<file path="config.mk">
export PLATFORM = sky130hd
export DESIGN_NAME = spi_reg_bank
export DESIGN_NICKNAME = d
export VERILOG_FILES = /design/src/rtl/spi_reg_bank.sv
export SDC_FILE = /design/constraint.sdc
export NUM_CORES = 1
export LEC_CHECK = 0
export CORE_MARGIN = 8
export CORE_UTILIZATION = 46
export CTS_CLUSTER_DIAMETER = 100
export DETAILED_ROUTE_END_ITERATION = 12
export PLACE_DENSITY = 0.78
export SLEW_MARGIN = 20
export SYNTH_ARGS = -nofsm -noshare
export SYNTH_HDL_FRONTEND = slang
export SYNTH_SLANG_ARGS = --single-unit
</file>
<file path="constraint.sdc">
create_clock -name clk -period 1.9 [get_ports clk]
set_input_delay 0.19 -clock clk [delete_from_list [all_inputs] [get_ports clk]]
set_output_delay 0.19 -clock clk [all_outputs]
set_load 0.1 [all_outputs]
</file>
<file path="src/rtl/spi_reg_bank.sv">
// SPI-fed 8x8 register bank driving a 4-digit BCD display, with an optional
// MISO readback path enabled by defining SPI_REG_BANK_READBACK_EN.
module spi_reg_bank #(
  parameter int          SYNC_STAGES  = 2,
  parameter logic [15:0] RESET_DIGITS = 16'h4300
) (
  input  logic       clk,
  input  logic       reset,
  input  logic [7:0] rx_data,
  input  logic       rx_done,
  input  logic       spi_cs_n,
  output logic [7:0] tx_data,
  output logic       tx_valid,
  output logic [3:0] digit0,
  output logic [3:0] digit1,
  output logic [3:0] digit2,
  output logic [3:0] digit3,
  output logic [1:0] colon,
  output logic       busy
);

`ifdef SPI_REG_BANK_READBACK_EN
  typedef enum logic [1:0] {IDLE, CMD, WR, RD} state_t;
`else
  typedef enum logic [1:0] {IDLE, CMD, WR} state_t;
`endif

  logic [SYNC_STAGES-1:0] rx_sync, cs_sync, fill;
  logic                   rx_q, cs_q, cs_armed;
  logic                   byte_evt, cs_fall, cs_rise;

  // fill marks when the synchronizers hold real samples rather than reset levels;
  // cs_armed blocks the phantom cs_fall seen when cs is already low at reset release.
  always_ff @(posedge clk or posedge reset) begin
    if (reset) begin
      rx_sync  <= '0;
      cs_sync  <= '1;
      rx_q     <= 1'b0;
      cs_q     <= 1'b1;
      fill     <= '0;
      cs_armed <= 1'b0;
    end else begin
      rx_sync <= {rx_sync[SYNC_STAGES-2:0], rx_done};
      cs_sync <= {cs_sync[SYNC_STAGES-2:0], spi_cs_n};
      rx_q    <= rx_sync[SYNC_STAGES-1];
      cs_q    <= cs_sync[SYNC_STAGES-1];
      fill    <= {fill[SYNC_STAGES-2:0], 1'b1};
      if (fill[SYNC_STAGES-1] && cs_sync[SYNC_STAGES-1]) cs_armed <= 1'b1;
    end
  end

  assign byte_evt = rx_sync[SYNC_STAGES-1] & ~rx_q;
  assign cs_fall  = ~cs_sync[SYNC_STAGES-1] & cs_q;
  assign cs_rise  = cs_sync[SYNC_STAGES-1] & ~cs_q;

  state_t          state, state_nx;
  logic [2:0]      addr, addr_nx;
  logic            drop, drop_nx, wr_en;
  logic [7:0][7:0] regs;
`ifdef SPI_REG_BANK_READBACK_EN
  logic            rd_en;
  logic [2:0]      rd_addr;
`endif

  always_comb begin
    state_nx = state;
    addr_nx  = addr;
    drop_nx  = drop;
    wr_en    = 1'b0;
`ifdef SPI_REG_BANK_READBACK_EN
    rd_en    = 1'b0;
    rd_addr  = addr;
`endif
    case (state)
      IDLE: if (cs_fall && cs_armed) state_nx = CMD;
      CMD: if (byte_evt) begin
        addr_nx = rx_data[2:0];
`ifdef SPI_REG_BANK_READBACK_EN
        if (rx_data[7]) begin
          // First readback byte is loaded on the command itself.
          state_nx = RD;
          rd_en    = 1'b1;
          rd_addr  = rx_data[2:0];
          addr_nx  = rx_data[2:0] + 3'd1;
        end else begin
          state_nx = WR;
        end
`else
        state_nx = WR;
        drop_nx  = rx_data[7];
`endif
      end
      WR: if (byte_evt) begin
        wr_en   = ~drop;
        addr_nx = addr + 3'd1;
      end
`ifdef SPI_REG_BANK_READBACK_EN
      RD: if (byte_evt) begin
        rd_en   = 1'b1;
        addr_nx = addr + 3'd1;
      end
`endif
      default: state_nx = IDLE;
    endcase
    // Any byte in the same clk has already been acted on above.
    if (cs_rise) state_nx = IDLE;
  end

  always_ff @(posedge clk or posedge reset) begin
    if (reset) begin
      state   <= IDLE;
      addr    <= 3'd0;
      drop    <= 1'b0;
      regs    <= '0;
      regs[0] <= RESET_DIGITS[7:0];
      regs[1] <= RESET_DIGITS[15:8];
      regs[2] <= 8'h03;
    end else begin
      state <= state_nx;
      addr  <= addr_nx;
      drop  <= drop_nx;
      if (wr_en) regs[addr] <= rx_data;
    end
  end

`ifdef SPI_REG_BANK_READBACK_EN
  always_ff @(posedge clk or posedge reset) begin
    if (reset) begin
      tx_data  <= 8'h00;
      tx_valid <= 1'b0;
    end else begin
      tx_valid <= rd_en;
      if (rd_en) tx_data <= regs[rd_addr];
    end
  end
`else
  logic unused;
  assign unused   = ^{regs[7:3], regs[2][7:2]};
  assign tx_data  = 8'h00;
  assign tx_valid = 1'b0;
`endif

  assign digit0 = regs[0][3:0];
  assign digit1 = regs[0][7:4];
  assign digit2 = regs[1][3:0];
  assign digit3 = regs[1][7:4];
  assign colon  = regs[2][1:0];
  assign busy   = (state != IDLE);

endmodule

</file>
==> flow_summary.json, run 1 <==
{
  "status": "completed",
  "fin_skew_ps": 11.10,
  "clk_pin_slew_ps": 110,
  "antenna_found_initial": 0,
  "dr.pass1.iters": 4,
  "arrival_ps": 1430,
  "post_dp_cell_area_um2": 1649,
  "row_count": 20,
  "ys_ff_latch": 33,
  "io_pins": 40,
  "post-route-min-period_ps": 1618,
  "dpl.hpwl_mm": 2.049,
  "vias": 909,
  "finalSetupTns_ps": 0,
  "critPathLaunchType": "register",
  "core_um2": 2978,
  "synth_area_per_cell_um2": 14.01,
  "fin_nets": 148,
  "hold_viol": 0,
  "holdWs_ps": 226.1,
  "setup_slack_ps": 282.2,
  "design_area_um2": 1712,
  "synthCells": 100,
  "clk_root_buffer_cell": "clkbuf_4",
  "dieArea_um2": 5069,
  "mostFrequentLayoutCells": "dfrtp_1 (25), buf_4 (20), mux2_2 (19)",
  "fill_cells": 256,
  "finalCritPeriodShare_pct": 85.15,
  "critPathKind": "register to output port",
  "synth_cell_type_count": 33,
  "grt_first_pass_wirelength_mm": 4.788,
  "grt.overflow.total": 0,
  "diodes": 0,
  "cap_viol_max_count": 0,
  "synthToLayoutAreaGrowth_pct": 22.14,
  "crit_fanout": 10,
  "ctsHoldBuffers": 0,
  "grt.total_usage_pct": 12.02,
  "max_freq_mhz": 618.1,
  "critPathRequiredTime_ps": 1710,
  "ys_warn_count": 0,
  "vias_per_cell": 5.379,
  "synth_top_area_cell": "dfrtp_1",
  "postCtsSetupBuffers": 0,
  "report.final.slew_viol_count": 0,
  "portBuffers": 30,
  "powerDensity_nw_per_um2": 1062,
  "drt_first_iter_violations": 20,
  "clkPwrFrac_pct": 22.7,
  "seq_power_share_pct": 48.1,
  "wl_per_cell_um": 15.84,
  "totalWireLength_mm": 2.677,
  "p_sw_mw": 0.7018,
  "clockBufferDepth": 2,
  "layout-drive-gt1-share_pct": 44.85,
  "drcViolationCount": 0,
  "fp.dieH_um": 71.20,
  "cts_buffers": 5,
  "synth_area_um2": 1401,
  "start_util_pct": 47.06,
  "p_leak_nw": 0.7493,
  "grt_max_degree": 34,
  "h-tree-depth": 2,
  "ys_seq_area_share_pct": 59.64,
  "vdd_drop_max_v": 0.0006914,
  "globalplace.congestion": 0.8050,
  "p_sw_share_pct": 38.62,
  "yosysTopAreaCellShare_pct": 44.64,
  "pre_cts_ws_ps": 386.8,
  "final_common_cell": "dfrtp_1",
  "ant_nets": 0,
  "grt_setup_unrepaired": "false",
  "die_w_um": 71.20,
  "yosys-top-cells-area": "dfrtp_1 (45%), mux2_2 (15%), dfstp_2 (15%)",
  "setup_violations": 0,
  "worst_setup_path_end_kind": "output port",
  "clock_latency_ps": 340,
  "cts_tree": "built",
  "internal-power_mw": 1.115,
  "combPwrFrac_pct": 29.3,
  "grt_pass1_vias": 1012,
  "cts_resized": 0,
  "utilization_pct": 57.48,
  "clock_sinks": 33,
  "hold_class": "primary input to asynchronous set/reset pin"
}
power groups by stage:
stage                     Clock, mW  Combinational [mW]  Sequential (mW)
after floorplan                   0               0.324            0.997
after global placement            0               0.526            0.877
after detailed placement          0               0.534            0.886
after CTS                     0.427               0.535            0.872
after global routing          0.456               0.565            0.887
final                         0.412               0.532            0.873
sequential cells by signal, summed over array words and instances (netlist names):
register,cells
digit0,4
digit1,4
digit2,4
digit3,4
addr,3
colon,2
cs_sync,2
fill,2
rx_sync,2
state,2
cs_armed,1
cs_q,1
drop,1
rx_q,1
stage by stage:
step	power, mW	cells
global route	1.908	169
finish	1.817	169
global placement	1.403	161
detailed placement	1.420	161
CTS	1.834	169
floorplan	1.321	108
kinds of logic after synthesis:
kind of cell | count (synthesis) | share of synthesized area (%)
flip-flops | 33 | 59.64
multiplexers | 19 | 15.27
AND/OR/NAND/NOR | 19 | 10.89
AO/OA/AOI/OAI | 13 | 6.250
buffers and inverters | 13 | 6.517
other | 2 | 0.5359
adder cells (fa/ha/maj) | 1 | 0.8927
layout make-up:
| class | count | area [um^2] | share of cell area [%] |
|---|---|---|---|
| Clock buffer | 7 | 55.05 | 3.216 |
| Clock inverter | 1 | 7.507 | 0.4386 |
| Inverter | 2 | 7.507 | 0.4386 |
| Multi-Input combinational cell | 62 | 504.2 | 29.46 |
| Sequential cell | 33 | 835.8 | 48.83 |
| Tap cell | 33 | 41.29 | 2.412 |
| Timing Repair Buffer | 31 | 260.3 | 15.20 |
critical path: stages, from the launching register on:
cell     delay (ps)
dfrtp_1         490
or2_2           360
buf_4           240
worst paths after layout:
path,startpoint,end,slack (ps),cells after the start
worst max-delay path,state[0],busy,280,2
worst min register to register,cs_sync[0],cs_sync[1],360,0
worst min-delay path,reset,digit2[2],230,3
max in group asynchronous,reset,digit2[0],1330,3
worst max register to register,state[0],digit3[3],390,3
min in group clk,spi_cs_n,cs_sync[0],260,1
Yosys cell counts:
cell type   n
o22ai_1     2
a221oi_1    1
o221a_2     1
dfrtp_1    25
inv_1       2
nand4b_1    1
a211oi_1    1
dfstp_2     8
conb_1      2
or3b_2      1
ha_1        1
buf_2       1
nand3_1     1
buf_6       1
mux2_2     19
o21ai_0     1
nand4b_4    1
nand2_2     1
and4bb_4    1
nor2_1      2
nor3_1      1
buf_4       9
a21boi_0    1
nor4b_1     1
nor4_1      1
a21oi_1     3
nand2b_1    3
a31oi_1     2
and2_1      1
a21o_1      1
or2_2       1
nor2b_1     2
and4bb_2    1
routing by layer:
metal	track usage (%)	wire length (um)	vias up
met3	6.215	237	3
met1	12.77	1029	466
met2	19.90	1377	32
li1	-	-	408
met4	4.157	31	0
met5	0	0	-
Power figures use the tool's default switching activity.
==> run 2: changes to the inputs <==
- SLEW_MARGIN: 20 -> 10
==> results of run 2 <==
Same layout as run 1: the final DEF is identical, and so are final timing and power.
==> run 3: changes to the inputs <==
--- a/config.mk
+++ b/config.mk
@@ -16 +16,2 @@
 export SYNTH_SLANG_ARGS = --single-unit
+export TNS_END_PERCENT = 100
--- a/constraint.sdc
+++ b/constraint.sdc
@@ -3,2 +3,2 @@
 set_output_delay 0.19 -clock clk [all_outputs]
-set_load 0.1 [all_outputs]
+set_load 0.02 [all_outputs]
==> run 3 against run 2 <==
- flip-flop and latch count did not move
- global-route usage rose by 0.21 points
- design area rose by 4.2%
- core utilization rose by 2.4 points
- wire length rose by 2.8%
- final cell count did not move
- critical path depth did not move
- worst hold slack improved by 5.8 ps
- largest cell class unchanged
- largest power group unchanged
==> flow_summary.json, run 3 (synthesis results as in run 1) <==
{
  "status": "completed",
  "design_area_um2": 1784,
  "vias": 893,
  "diodes": 0,
  "row_count": 20,
  "setup_violations": 0,
  "ctsHoldBuffers": 0,
  "worst_setup_path_end_kind": "output port",
  "hold_class": "primary input to asynchronous set/reset pin",
  "p_leak_nw": 0.7474,
  "max_freq_mhz": 594.8,
  "cts_buffers": 5,
  "grt_pass1_vias": 972,
  "antenna_found_initial": 0,
  "grt.overflow.total": 0,
  "h-tree-depth": 2,
  "grt_util_met1_pct": 12.60,
  "seq_power_share_pct": 50.3,
  "clk_pin_slew_ps": 100,
  "totalWireLength_mm": 2.753,
  "grt_use_met3_pct": 7.062,
  "layout-drive-gt1-share_pct": 31.62,
  "clock_sinks": 33,
  "fin_skew_ps": 2.025,
  "arrival_ps": 1490,
  "dpl.hpwl_mm": 2.071,
  "core_um2": 2978,
  "wl_per_cell_um": 16.29,
  "path_cells": "or2_2 -> dlygate4sd2_1",
  "finalCritPeriodShare_pct": 88.48,
  "powerDensity_nw_per_um2": 975.4,
  "grt_max_degree": 34,
  "post_dp_cell_area_um2": 1697,
  "vdd_drop_max_v": 0.0005416,
  "crit_fanout": 10,
  "report.final.slew_viol_count": 0,
  "grt_util_met2_pct": 19.08,
  "critPathLaunchType": "register",
  "fp.dieH_um": 71.20,
  "post-route-min-period_ps": 1681,
  "p_sw_share_pct": 27.96,
  "final_common_cell": "clkdlybuf4s50_1",
  "hold_viol": 0,
  "cp_slowest_cell": "dfrtp_1",
  "combPwrFrac_pct": 18.1,
  "p_sw_mw": 0.4866,
  "fin_nets": 148,
  "grt.total_usage_pct": 12.22,
  "cap_viol_max_count": 0,
  "mostFrequentLayoutCells": "clkdlybuf4s50_1 (29), dfrtp_1 (25), mux2_2 (19)",
  "vias_per_cell": 5.284,
  "internal-power_mw": 1.254,
  "grt.busiest_layer": "met2",
  "cts_resized": 1,
  "dieArea_um2": 5069,
  "cts_tree": "built",
  "clockBufferDepth": 2,
  "die_w_um": 71.20,
  "synthToLayoutAreaGrowth_pct": 27.32,
  "clock_latency_ps": 330,
  "start_util_pct": 47.06,
  "crit_path_max_incr_delay_ps": 480,
  "finalSetupTns_ps": 0,
  "drt_first_iter_violations": 91,
  "globalplace.congestion": 0.7491,
  "drcViolationCount": 0,
  "portBuffers": 30,
  "grt_setup_unrepaired": "false",
  "clk_root_buffer_cell": "clkbuf_4",
  "clkPwrFrac_pct": 31.6,
  "grt_first_pass_wirelength_mm": 4.726,
  "ant_nets": 0,
  "critPathKind": "register to output port",
  "dr.pass1.iters": 4,
  "critPathRequiredTime_ps": 1710,
  "io_pins": 40,
  "postCtsSetupBuffers": 0
}
==> run 3: cell types whose count changed in the layout (fill, tap and decap cells not counted) <==
cell | previous run | this run
clkdlybuf4s50_1 | 11 | 29
dlygate4sd2_1 | 0 | 1
bufinv_16 | 0 | 1
buf_4 | 20 | 1
clkbuf_1 | 1 | 0
==> run 3: worst paths after layout <==
| kind | startpoint | to | slack (ps) | cells past startpoint |
|---|---|---|---|---|
| worst max-delay path | state[0] | busy | 220 | 2 |
| worst min-delay path | reset | digit1[2] | 230 | 3 |
| worst max register to register | state[0] | digit3[0] | 380 | 3 |
| worst min register to register | fill[0] | fill[1] | 360 | 0 |
| max in group asynchronous | reset | colon[1] | 1350 | 3 |
| min in group clk | spi_cs_n | cs_sync[0] | 250 | 1 |
==> run 3: power by group through the flow <==
stage	Combinational, mW	Sequential (mW)	Clock [mW]
after floorplan	0.222	0.876	0
after global placement	0.310	0.878	0
after detailed placement	0.318	0.888	0
after CTS	0.315	0.875	0.571
after global routing	0.347	0.887	0.597
final	0.315	0.876	0.550
==> run 3: per-stage QoR <==
stage / hold slack (ps) / instances / worst slack, ps / util, % / power (mW)
floorplan: 194.5 / 108 / 522.0 / - / 1.099
global placement: 332.0 / 161 / 386.4 / 56.97 / 1.189
detailed placement: 341.8 / 161 / 370.5 / 56.97 / 1.206
CTS: 229.8 / 169 / 204.8 / 59.92 / 1.760
global route: 221.6 / 169 / 142.1 / 59.92 / 1.831
finish: 232.0 / 169 / 218.9 / 59.92 / 1.740
==> run 3: final cells by class <==
| cell class | instances | area, um^2 |
|---|---|---|
| fillers | 240 | 1194 |
| flip-flops and latches | 33 | 835.8 |
| multi-input cells | 62 | 504.2 |
| repair buffers | 31 | 306.5 |
| clock buffers | 6 | 51.30 |
| well taps | 33 | 41.29 |
| clock inverters | 2 | 37.54 |
| inverters | 2 | 7.507 |
==> run 3: worst max-delay path, delay by kind of cell, from the launching register on <==
family        cells  cell delay, ps
flops             1             480
simple gates      1             350
buf+inv           1             330
==> run 3: routing by layer <==
layer / vias up / share of wire (%)
met5: - / 0
met4: 0 / 2.5
met3: 9 / 9.5
met2: 30 / 49
met1: 447 / 39
li1: 407 / -
